### config.mk
export PLATFORM = sky130hd
export DESIGN_NAME = zx_mem_pager
export DESIGN_NICKNAME = d
export VERILOG_FILES = /design/src/rtl/zx_mem_pkg.sv /design/src/rtl/zx_strobe_edge.sv /design/src/rtl/zx_mem_pager.sv
export SDC_FILE = /design/constraint.sdc
export NUM_CORES = 1
export LEC_CHECK = 0
export ABC_AREA = 1
export CORE_UTILIZATION = 30
export CTS_BUF_LIST = sky130_fd_sc_hd__clkbuf_16
export CTS_CLUSTER_SIZE = 20
export DETAILED_ROUTE_END_ITERATION = 6
export GPL_ROUTABILITY_DRIVEN = 0
export GPL_TIMING_DRIVEN = 0
export PLACE_DENSITY = 0.9
export SLEW_MARGIN = 20
export SYNTH_ARGS = -nofsm -noshare
export SYNTH_HDL_FRONTEND = slang
export SYNTH_SLANG_ARGS = --single-unit
### constraint.sdc
create_clock -name clk_vram -period 1.3 [get_ports clk_vram]
set_input_delay 0.195 -clock clk_vram [delete_from_list [all_inputs] [get_ports clk_vram]]
set_output_delay 0.195 -clock clk_vram [all_outputs]
set_load 0.02 [all_outputs]
### src/rtl/zx_mem_pkg.sv
// Shared constants, paging-register layout and write-FSM states for the Spectrum memory pager.
// The +3 paging helpers are only referenced when ZX_PLUS3_PAGING_EN is defined.
package zx_mem_pkg;

  localparam logic [2:0] BANK_SCREEN0 = 3'd5;
  localparam logic [2:0] BANK_SCREEN1 = 3'd7;
  localparam logic [2:0] BANK_SLOT2   = 3'd2;

  // Partial port decodes: only the masked address bits take part in the match.
  localparam logic [15:0] PORT_7FFD_MASK  = 16'h8002;
  localparam logic [15:0] PORT_7FFD_MATCH = 16'h0000;
  localparam logic [15:0] PORT_1FFD_MASK  = 16'hF002;
  localparam logic [15:0] PORT_1FFD_MATCH = 16'h1000;

  localparam int unsigned PG_BANK_LSB = 0;
  localparam int unsigned PG_SCREEN   = 3;
  localparam int unsigned PG_ROM      = 4;
  localparam int unsigned PG_LOCK     = 5;

  localparam int unsigned P3_SPECIAL  = 0;
  localparam int unsigned P3_CFG_LSB  = 1;
  localparam int unsigned P3_ROM_HI   = 2;

  typedef enum logic [1:0] {
    StIdle,
    StWrPulse,
    StWrHold
  } wr_state_e;

  function automatic logic port_hit(input logic [15:0] addr, input logic [15:0] mask,
                                    input logic [15:0] match);
    return (addr & mask) == match;
  endfunction

  // All-RAM configurations: {0,1,2,3}, {4,5,6,7}, {4,5,6,3}, {4,7,6,3}.
  function automatic logic [2:0] special_bank(input logic [1:0] cfg, input logic [1:0] slot);
    logic [2:0] bank;
    bank = {1'b0, slot};
    unique case (cfg)
      2'd0: bank = {1'b0, slot};
      2'd1: bank = {1'b1, slot};
      2'd2: bank = (slot == 2'd3) ? 3'd3 : {1'b1, slot};
      2'd3: begin
        unique case (slot)
          2'd0: bank = 3'd4;
          2'd1: bank = 3'd7;
          2'd2: bank = 3'd6;
          default: bank = 3'd3;
        endcase
      end
      default: bank = {1'b0, slot};
    endcase
    return bank;
  endfunction

endpackage

### src/rtl/zx_strobe_edge.sv
// Registers an active-low CPU strobe and emits a one-cycle pulse on its falling edge.
// After reset the strobe must be seen high once before a falling edge can be reported.
module zx_strobe_edge (
  input  logic clk_i,
  input  logic reset_i,
  input  logic strobe_ni,
  output logic fall_o
);

  logic strobe_q;
  logic armed_q;

  always_ff @(posedge clk_i) begin
    if (reset_i) begin
      strobe_q <= 1'b1;
      armed_q  <= 1'b0;
    end else begin
      strobe_q <= strobe_ni;
      armed_q  <= armed_q | strobe_ni;
    end
  end

  // Without the arm bit a strobe still low when reset releases would look like a new edge.
  always_comb begin
    fall_o = armed_q & strobe_q & ~strobe_ni & ~reset_i;
  end

endmodule

### src/rtl/zx_mem_pager.sv
// 128K-class memory map and 0x7FFD paging controller for synchronous block RAM/ROM.
// Define ZX_PLUS3_PAGING_EN to add the 0x1FFD special/all-RAM paging and a 16-bit rom_addr.
module zx_mem_pager
  import zx_mem_pkg::*;
#(
  parameter int unsigned RAM_BANKS     = 8,
  parameter int unsigned ROM_PAGES     = 2,
  parameter logic [7:0]  UNMAPPED_DATA = 8'hFF
) (
  input  logic        clk_vram,
  input  logic        reset,
  input  logic [15:0] A,
  input  logic [7:0]  D_in,
  input  logic        nMREQ,
  input  logic        nIORQ,
  input  logic        nRD,
  input  logic        nWR,
  input  logic        nM1,
  output logic [16:0] mem_addr,
`ifdef ZX_PLUS3_PAGING_EN
  output logic [15:0] rom_addr,
`else
  output logic [14:0] rom_addr,
`endif
  output logic        ram_we,
  output logic        sel_rom,
  output logic        sel_ram,
  output logic        rd_unmapped,
  output logic        screen_bank,
  output logic [7:0]  page_reg
);

  logic [7:0] page_q;
  logic       ram_we_q;
  wr_state_e  state_q;
  logic       wr_fall;
  logic       lock;
  logic       io_wr;
  logic       pg_7ffd_wr;
  logic       mem_wr;
  logic [1:0] slot;
  logic [2:0] bank;
  logic       is_rom;
  logic       bank_ok;
  logic       rom_lo;

  // UNMAPPED_DATA is consumed by the top-level read mux; D_in[7:6] have no register home.
  logic       unused_bits;
  assign unused_bits = ^{D_in[7:6], UNMAPPED_DATA};

  zx_strobe_edge u_wr_edge (
    .clk_i    (clk_vram),
    .reset_i  (reset),
    .strobe_ni(nWR),
    .fall_o   (wr_fall)
  );

  assign lock = page_q[PG_LOCK];
  assign slot = A[15:14];

`ifdef ZX_PLUS3_PAGING_EN
  logic [2:0] p3_q;
  logic       pg_1ffd_wr;
  logic       rom_hi;

  always_comb begin
    pg_1ffd_wr = io_wr & port_hit(A, PORT_1FFD_MASK, PORT_1FFD_MATCH);
    rom_hi     = (ROM_PAGES > 2) ? p3_q[P3_ROM_HI] : 1'b0;
  end
`endif

  always_comb begin
    io_wr      = wr_fall & ~nIORQ & nM1;
    mem_wr     = wr_fall & ~nMREQ & nIORQ;
    pg_7ffd_wr = io_wr & port_hit(A, PORT_7FFD_MASK, PORT_7FFD_MATCH);
`ifdef ZX_PLUS3_PAGING_EN
    pg_7ffd_wr = pg_7ffd_wr & ~port_hit(A, PORT_1FFD_MASK, PORT_1FFD_MATCH);
`endif
  end

  always_comb begin
    is_rom = (slot == 2'd0);
    bank   = 3'd0;
    unique case (slot)
      2'd1:    bank = BANK_SCREEN0;
      2'd2:    bank = BANK_SLOT2;
      2'd3:    bank = page_q[PG_BANK_LSB +: 3];
      default: bank = 3'd0;
    endcase
`ifdef ZX_PLUS3_PAGING_EN
    if (p3_q[P3_SPECIAL]) begin
      is_rom = 1'b0;
      bank   = special_bank(p3_q[P3_CFG_LSB +: 2], slot);
    end
`endif
    bank_ok = ({29'd0, bank} < RAM_BANKS);
    rom_lo  = (ROM_PAGES > 1) ? page_q[PG_ROM] : 1'b0;
  end

  always_comb begin
    mem_addr    = {bank, A[13:0]};
`ifdef ZX_PLUS3_PAGING_EN
    rom_addr    = {rom_hi, rom_lo, A[13:0]};
`else
    rom_addr    = {rom_lo, A[13:0]};
`endif
    sel_rom     = reset | is_rom;
    sel_ram     = ~reset & ~is_rom;
    rd_unmapped = ~reset & ~is_rom & ~bank_ok & ~nMREQ & ~nRD;
    ram_we      = ram_we_q;
    screen_bank = page_q[PG_SCREEN];
    page_reg    = page_q;
  end

  always_ff @(posedge clk_vram) begin
    if (reset) begin
      state_q  <= StIdle;
      ram_we_q <= 1'b0;
      page_q   <= 8'h00;
`ifdef ZX_PLUS3_PAGING_EN
      p3_q     <= 3'b000;
`endif
    end else begin
      ram_we_q <= 1'b0;
      unique case (state_q)
        StIdle: begin
          if (mem_wr) begin
            state_q  <= StWrPulse;
            ram_we_q <= ~is_rom & bank_ok;
          end
        end
        StWrPulse: state_q <= StWrHold;
        StWrHold: begin
          if (nWR) state_q <= StIdle;
        end
        default: state_q <= StIdle;
      endcase

      // Once locked, page writes are dropped, so lock can only clear through reset.
      if (pg_7ffd_wr && !lock) begin
        page_q <= {2'b00, D_in[5:0]};
      end
`ifdef ZX_PLUS3_PAGING_EN
      if (pg_1ffd_wr && !lock) begin
        p3_q <= D_in[2:0];
      end
`endif
    end
  end

endmodule

==> flow_summary.json, run 1 <==
{
  "run_status": "complete, no violations",
  "final_max_slew_viol_count": 0,
  "irDropWorstVdd_mv": 0.672,
  "ioPinCount": 76,
  "clk_pin_slew_worst_paths_ns": 0.04,
  "cp_num_cells": 2,
  "multi_input_area_um2": 269,
  "critPathTopFamily": "buffers and inverters",
  "synth_area_um2": 790,
  "drc": 0,
  "drt_iter0_markers": 5,
  "core_mm2": 0.00248,
  "post_cts_buffers": 0,
  "root_buffer": "clkbuf_16",
  "hold_path.class": "in2reg",
  "crit_slowest_cell": "dfxtp_1",
  "post_drt_wl_per_cell_um": 8.19,
  "critical-path-max-stage-delay_ns": 0.34,
  "insertedDiodeCount": 0,
  "power.leakage_nw": 0.802,
  "p_int_mw": 0.938,
  "antenna_found_initial": 0,
  "fill_cells": 240,
  "grt_first_pass_wirelength_mm": 2.33,
  "ant_nets": 0,
  "path_class": "reg2out",
  "placementRows": 18,
  "power_mw": 1.25,
  "h-tree-depth": 1,
  "largest_register_ffs": 6,
  "grt-ovfl-total": 0,
  "path_buf_inv": 2,
  "cts_made_buffers": 3,
  "hold_viol": 0,
  "die_area_mm2": 0.00284,
  "arrival_ns": 1.00,
  "finalNonFillerCells": 203,
  "fp.dieW_um": 53.3,
  "synth_top_area_share": 0.314,
  "fp.dieH_um": 53.3,
  "p_per_area_mw_per_mm2": 864,
  "fin_skew_ns": 0.00147,
  "synth-edff-count": 0,
  "worstPathCellList": "buf_4 > dlygate4sd2_1",
  "grt_pass1_vias": 612,
  "cts_tree": "built",
  "seqPwrFrac": 0.278,
  "grt_max_degree": 9,
  "drt_pass1_iterations": 4,
  "dominantRegCellSynth": "dfxtp_1",
  "r2r_start": "page_reg[5]$_SDFFE_PP0P_",
  "hold_end": "page_reg[5]$_SDFFE_PP0P_",
  "mostFrequentLayoutCells": "clkdlybuf4s50_1, buf_4, nor2_1",
  "pwr-share-clk": 0.444,
  "via_per_inst": 3.99,
  "clkLatencyLatePin_ns": 0.24,
  "grt_setup_unrepaired": "no",
  "mostFrequentLayoutCell": "clkdlybuf4s50_1",
  "path_max_fanout": 3,
  "drive_gt1_frac": 0.306,
  "fmax_ghz": 0.838,
  "hp-start": "reset",
  "ys_top_cells_by_area": "buf_4, dfxtp_1, nor2_1",
  "clockBufferDepth": 2,
  "post-dp-hpwl_mm": 1.41,
  "startpoint_type": "flip-flop",
  "swShare": 0.250,
  "fin_util": 0.584,
  "yosysTopAreaCell": "buf_4",
  "routed_wl_mm": 1.66,
  "critPathRequiredTime_ns": 1.11,
  "netSwitchingPower_mw": 0.312,
  "seq_area_frac_synth": 0.279,
  "synth_seq_cells": 11,
  "clock-sinks": 11,
  "yosys_warnings": 0,
  "regToRegEndpoint": "page_reg[0]$_SDFFE_PP0P_",
  "vias": 809,
  "final_nets": 205,
  "portBuffers": 56,
  "hold_depth": 2,
  "initial_core_util": 0.319,
  "yosysUniqueCellTypes": 16,
  "area_growth_pct": 83.4,
  "finalSetupViolCount": 0,
  "post-route-period-util": 0.918,
  "cap_violations": 0,
  "postSynthCellCount": 111,
  "reg2regPathDepth": 6,
  "fin_crit_ns": 1.19,
  "synth.avg_cell_area_um2": 7.11,
  "placedCellCount": 199,
  "r2r_slack_ns": 0.24,
  "cp-end-kind": "primary output",
  "synthArstFlopShare": 0,
  "track_usage": 0.119,
  "pwr-share-comb": 0.278,
  "seqCellArea_um2": 220
}
==> layer usage <==
layer  global-route usage  vias up  part of all wire
met5                    0        -                 0
met4               0.0658        0             0.014
met3               0.0460        2              0.10
met2                0.210       38              0.50
met1                0.116      353              0.38
li1                     -      416                 -
==> how the worst max path moves through the flow <==
stage | startpoint | endpoint | slack (ns)
after global routing | A[1] | page_reg[0]$_SDFFE_PP0P_ | 0.05
final | page_reg[3]$_SDFFE_PP0P_ | page_reg[3] | 0.11
after CTS | A[14] | sel_rom | -0.07
after global placement | A[15] | sel_rom | -0.51
after floorplan | page_reg[5]$_SDFFE_PP0P_ | page_reg[3]$_SDFFE_PP0P_ | 0.26
after detailed placement | A[15] | sel_rom | -0.49
==> power by group through the flow <==
stage	clock, mW	combinational, mW	sequential [mW]
final	0.556	0.347	0.348
after global routing	0.591	0.370	0.348
after CTS	0.571	0.350	0.347
after detailed placement	0	0.359	0.353
after global placement	0	0.355	0.353
after floorplan	0	0.200	0.354
==> metrics by stage <==
stage | hold WS, ns | area, um2 | TNS [ns] | setup slack, ns
detailed placement | 0.466 | 1400 | -3.75 | -0.493
global route | 0.295 | 1450 | 0 | 0.0451
finish | 0.260 | 1450 | 0 | 0.106
global placement | 0.457 | 1400 | -3.61 | -0.513
floorplan | 0.264 | 797 | 0 | 0.259
CTS | 0.471 | 1450 | -0.0714 | -0.0714
==> cells by family after synthesis <==
group	after synthesis	share of synthesized area
AO/OA/AOI/OAI	2	0.0127
other	1	0.00475
AND/OR/NAND/NOR	46	0.301
flip-flops	11	0.279
buffers and inverters	51	0.403
==> final cells by class <==
cell class                      count  share of cell area
Clock buffer                        3              0.0519
Inverter                           18              0.0484
Multi-Input combinational cell     51               0.186
Tap cell                           30              0.0259
Clock inverter                      1             0.00259
Buffer                             33               0.171
Timing Repair Buffer               56               0.362
Sequential cell                    11               0.152
==> cell usage after synthesis (2+ instances only) <==
library cell,number
buf_4,33
a21oi_1,2
nand2_1,7
dfxtp_1,11
inv_1,16
nor2_1,24
nand3_1,8
nor2_8,2
==> repair_timing <==
| action | 4_1_cts | 5_1_grt |
|---|---|---|
| hold buffers | 0 | 0 |
| setup endpoints to repair | 16 | 7 |
| resized for setup | 34 | 6 |
| pin swaps | 1 | 0 |
| gates cloned | 0 | 0 |
| endpoints found under the hold margin | 0 | 0 |
No activity file was read; power rests on OpenSTA's default activity.
==> inputs of run 2 (changes only) <==
--- a/config.mk
+++ b/config.mk
@@ -11,7 +11,6 @@
 export CTS_CLUSTER_SIZE = 20
 export DETAILED_ROUTE_END_ITERATION = 6
 export GPL_ROUTABILITY_DRIVEN = 0
-export GPL_TIMING_DRIVEN = 0
 export PLACE_DENSITY = 0.9
 export SLEW_MARGIN = 20
 export SYNTH_ARGS = -nofsm -noshare
==> run 2 against run 1 <==
  * Combinational power is 55% lower
  * Critical path type is now in2out
  * First-iteration DRC count grew 40%
  * Utilization decreased by 18 points
  * Sequential cell count unchanged
  * Sequential power is essentially flat
  * Worst hold slack better by 0.032 ns
  * Via count fell by 26%
  * Sequential share of layout area grew 6.7 points
  * Power is 16% lower
  * Cell count shrank 26%
  * Register-to-register slack about the same
  * Largest power group unchanged
==> flow_summary.json, run 2 (same netlist as run 1, synthesis figures left out) <==
{
  "run_status": "complete, no violations",
  "drive_gt1_frac": 0.207,
  "grt_setup_unrepaired": "no",
  "r2r_start": "page_reg[5]$_SDFFE_PP0P_",
  "multi_input_area_um2": 274,
  "core_mm2": 0.00248,
  "routed_wl_mm": 1.41,
  "final_max_slew_viol_count": 0,
  "insertedDiodeCount": 0,
  "finalSetupViolCount": 0,
  "startpoint_type": "input pin",
  "worstPathCellList": "clkdlybuf4s50_1 > dlygate4sd2_1",
  "root_buffer": "clkbuf_16",
  "power.leakage_nw": 0.577,
  "initial_core_util": 0.319,
  "mostFrequentLayoutCells": "nor2_1, inv_1, dlygate4sd2_1",
  "fp.dieW_um": 53.3,
  "ant_nets": 0,
  "critPathTopFamily": "buffers and inverters",
  "cap_violations": 0,
  "grt_first_pass_wirelength_mm": 2.00,
  "fin_util": 0.406,
  "clk_pin_slew_worst_paths_ns": 0.04,
  "critical-path-max-stage-delay_ns": 0.50,
  "postCtsHoldBufs": 0,
  "ioPinCount": 76,
  "path_max_fanout": 3,
  "seqCellArea_um2": 220,
  "fin_skew_ns": 0.000562,
  "hold_path.class": "in2reg",
  "grt_pass1_vias": 479,
  "post_drt_wl_per_cell_um": 9.34,
  "path_buf_inv": 2,
  "crit_slowest_cell": "clkdlybuf4s50_1",
  "h-tree-depth": 1,
  "grt-ovfl-total": 0,
  "cts_made_buffers": 3,
  "drt_pass1_iterations": 4,
  "fin_crit_ns": 1.24,
  "p_per_area_mw_per_mm2": 1050,
  "arrival_ns": 1.04,
  "crit_path_start": "A[1]",
  "portBuffers": 30,
  "die_area_mm2": 0.00284,
  "irDropWorstVdd_mv": 0.498,
  "fmax_ghz": 0.807,
  "track_usage": 0.108,
  "grt_max_degree": 9,
  "hold_slack_ns": 0.292,
  "fill_cells": 254,
  "drc": 0,
  "vias": 596,
  "clock-sinks": 11,
  "critPathRequiredTime_ns": 1.11,
  "placementRows": 18,
  "fp.dieH_um": 53.3,
  "clockBufferDepth": 2,
  "final_nets": 153,
  "drt_iter0_markers": 7,
  "clkLatencyLatePin_ns": 0.24,
  "mostFrequentLayoutCell": "nor2_1",
  "cp-end-kind": "primary output",
  "antenna_found_initial": 0,
  "post-route-period-util": 0.954,
  "path_class": "in2out",
  "via_per_inst": 3.95,
  "hold_viol": 0,
  "hp-start": "reset",
  "cts_tree": "built",
  "largest_register_ffs": 6,
  "area_growth_pct": 27.3,
  "post-dp-hpwl_mm": 1.04
}
## run 2: path summary, 6_finish.rpt
kind	end	slack (ns)	cells after the start
setup / recovery	rom_addr[1]	0.06	2
hold / removal	page_reg[5]$_SDFFE_PP0P_	0.29	3
setup reg to reg	page_reg[0]$_SDFFE_PP0P_	0.23	5
hold reg to reg	u_wr_edge.armed_q$_SDFF_PP0_	0.49	2
## run 2: area by class of cell
| type | count | area share |
|---|---|---|
| Timing Repair Buffer | 37 | 0.323 |
| Tap cell | 30 | 0.0374 |
| Multi-Input combinational cell | 51 | 0.273 |
| Clock buffer | 3 | 0.0747 |
| Sequential cell | 11 | 0.219 |
| Clock inverter | 1 | 0.00374 |
| Inverter | 18 | 0.0697 |
## run 2: worst reg2reg max path, stage by stage, from the launching register on
cell     delay [ns]
dfxtp_1        0.32
nor2_1         0.16
nand3_1        0.19
nor2_8         0.17
nor2_1         0.05
nor2_1         0.10
## run 2: power by group
group	internal [mW]	switching [mW]
Combinational	0.0756	0.0817
Sequential	0.345	0.00274
Clock	0.403	0.148
## run 2: what timing repair did
item,CTS,global route
setup buffers,0,2
endpoints found under the setup margin,16,5
pin swaps,1,2
gates resized for setup,32,5
## run 2: stage by stage
stage | instances | power, mW | worst slack [ns] | instance area [um2] | TNS [ns]
4_1_cts | 149 | 1.06 | -0.0603 | 972 | -0.0603
3_5_place_dp | 145 | 0.515 | -0.465 | 925 | -3.48
5_1_grt | 151 | 1.10 | 0.0281 | 1000 | 0
3_3_place_gp | 145 | 0.514 | -0.459 | 925 | -3.09
2_1_floorplan | 113 | 0.554 | 0.259 | 797 | 0
6_report | 151 | 1.06 | 0.0602 | 1000 | 0
## run 2: layer usage
layer,vias to the layer above,share of wire,GRT usage
li1,311,-,-
met1,251,0.35,0.103
met2,29,0.49,0.173
met3,5,0.13,0.0575
met4,0,0.027,0.0833
met5,-,0,0
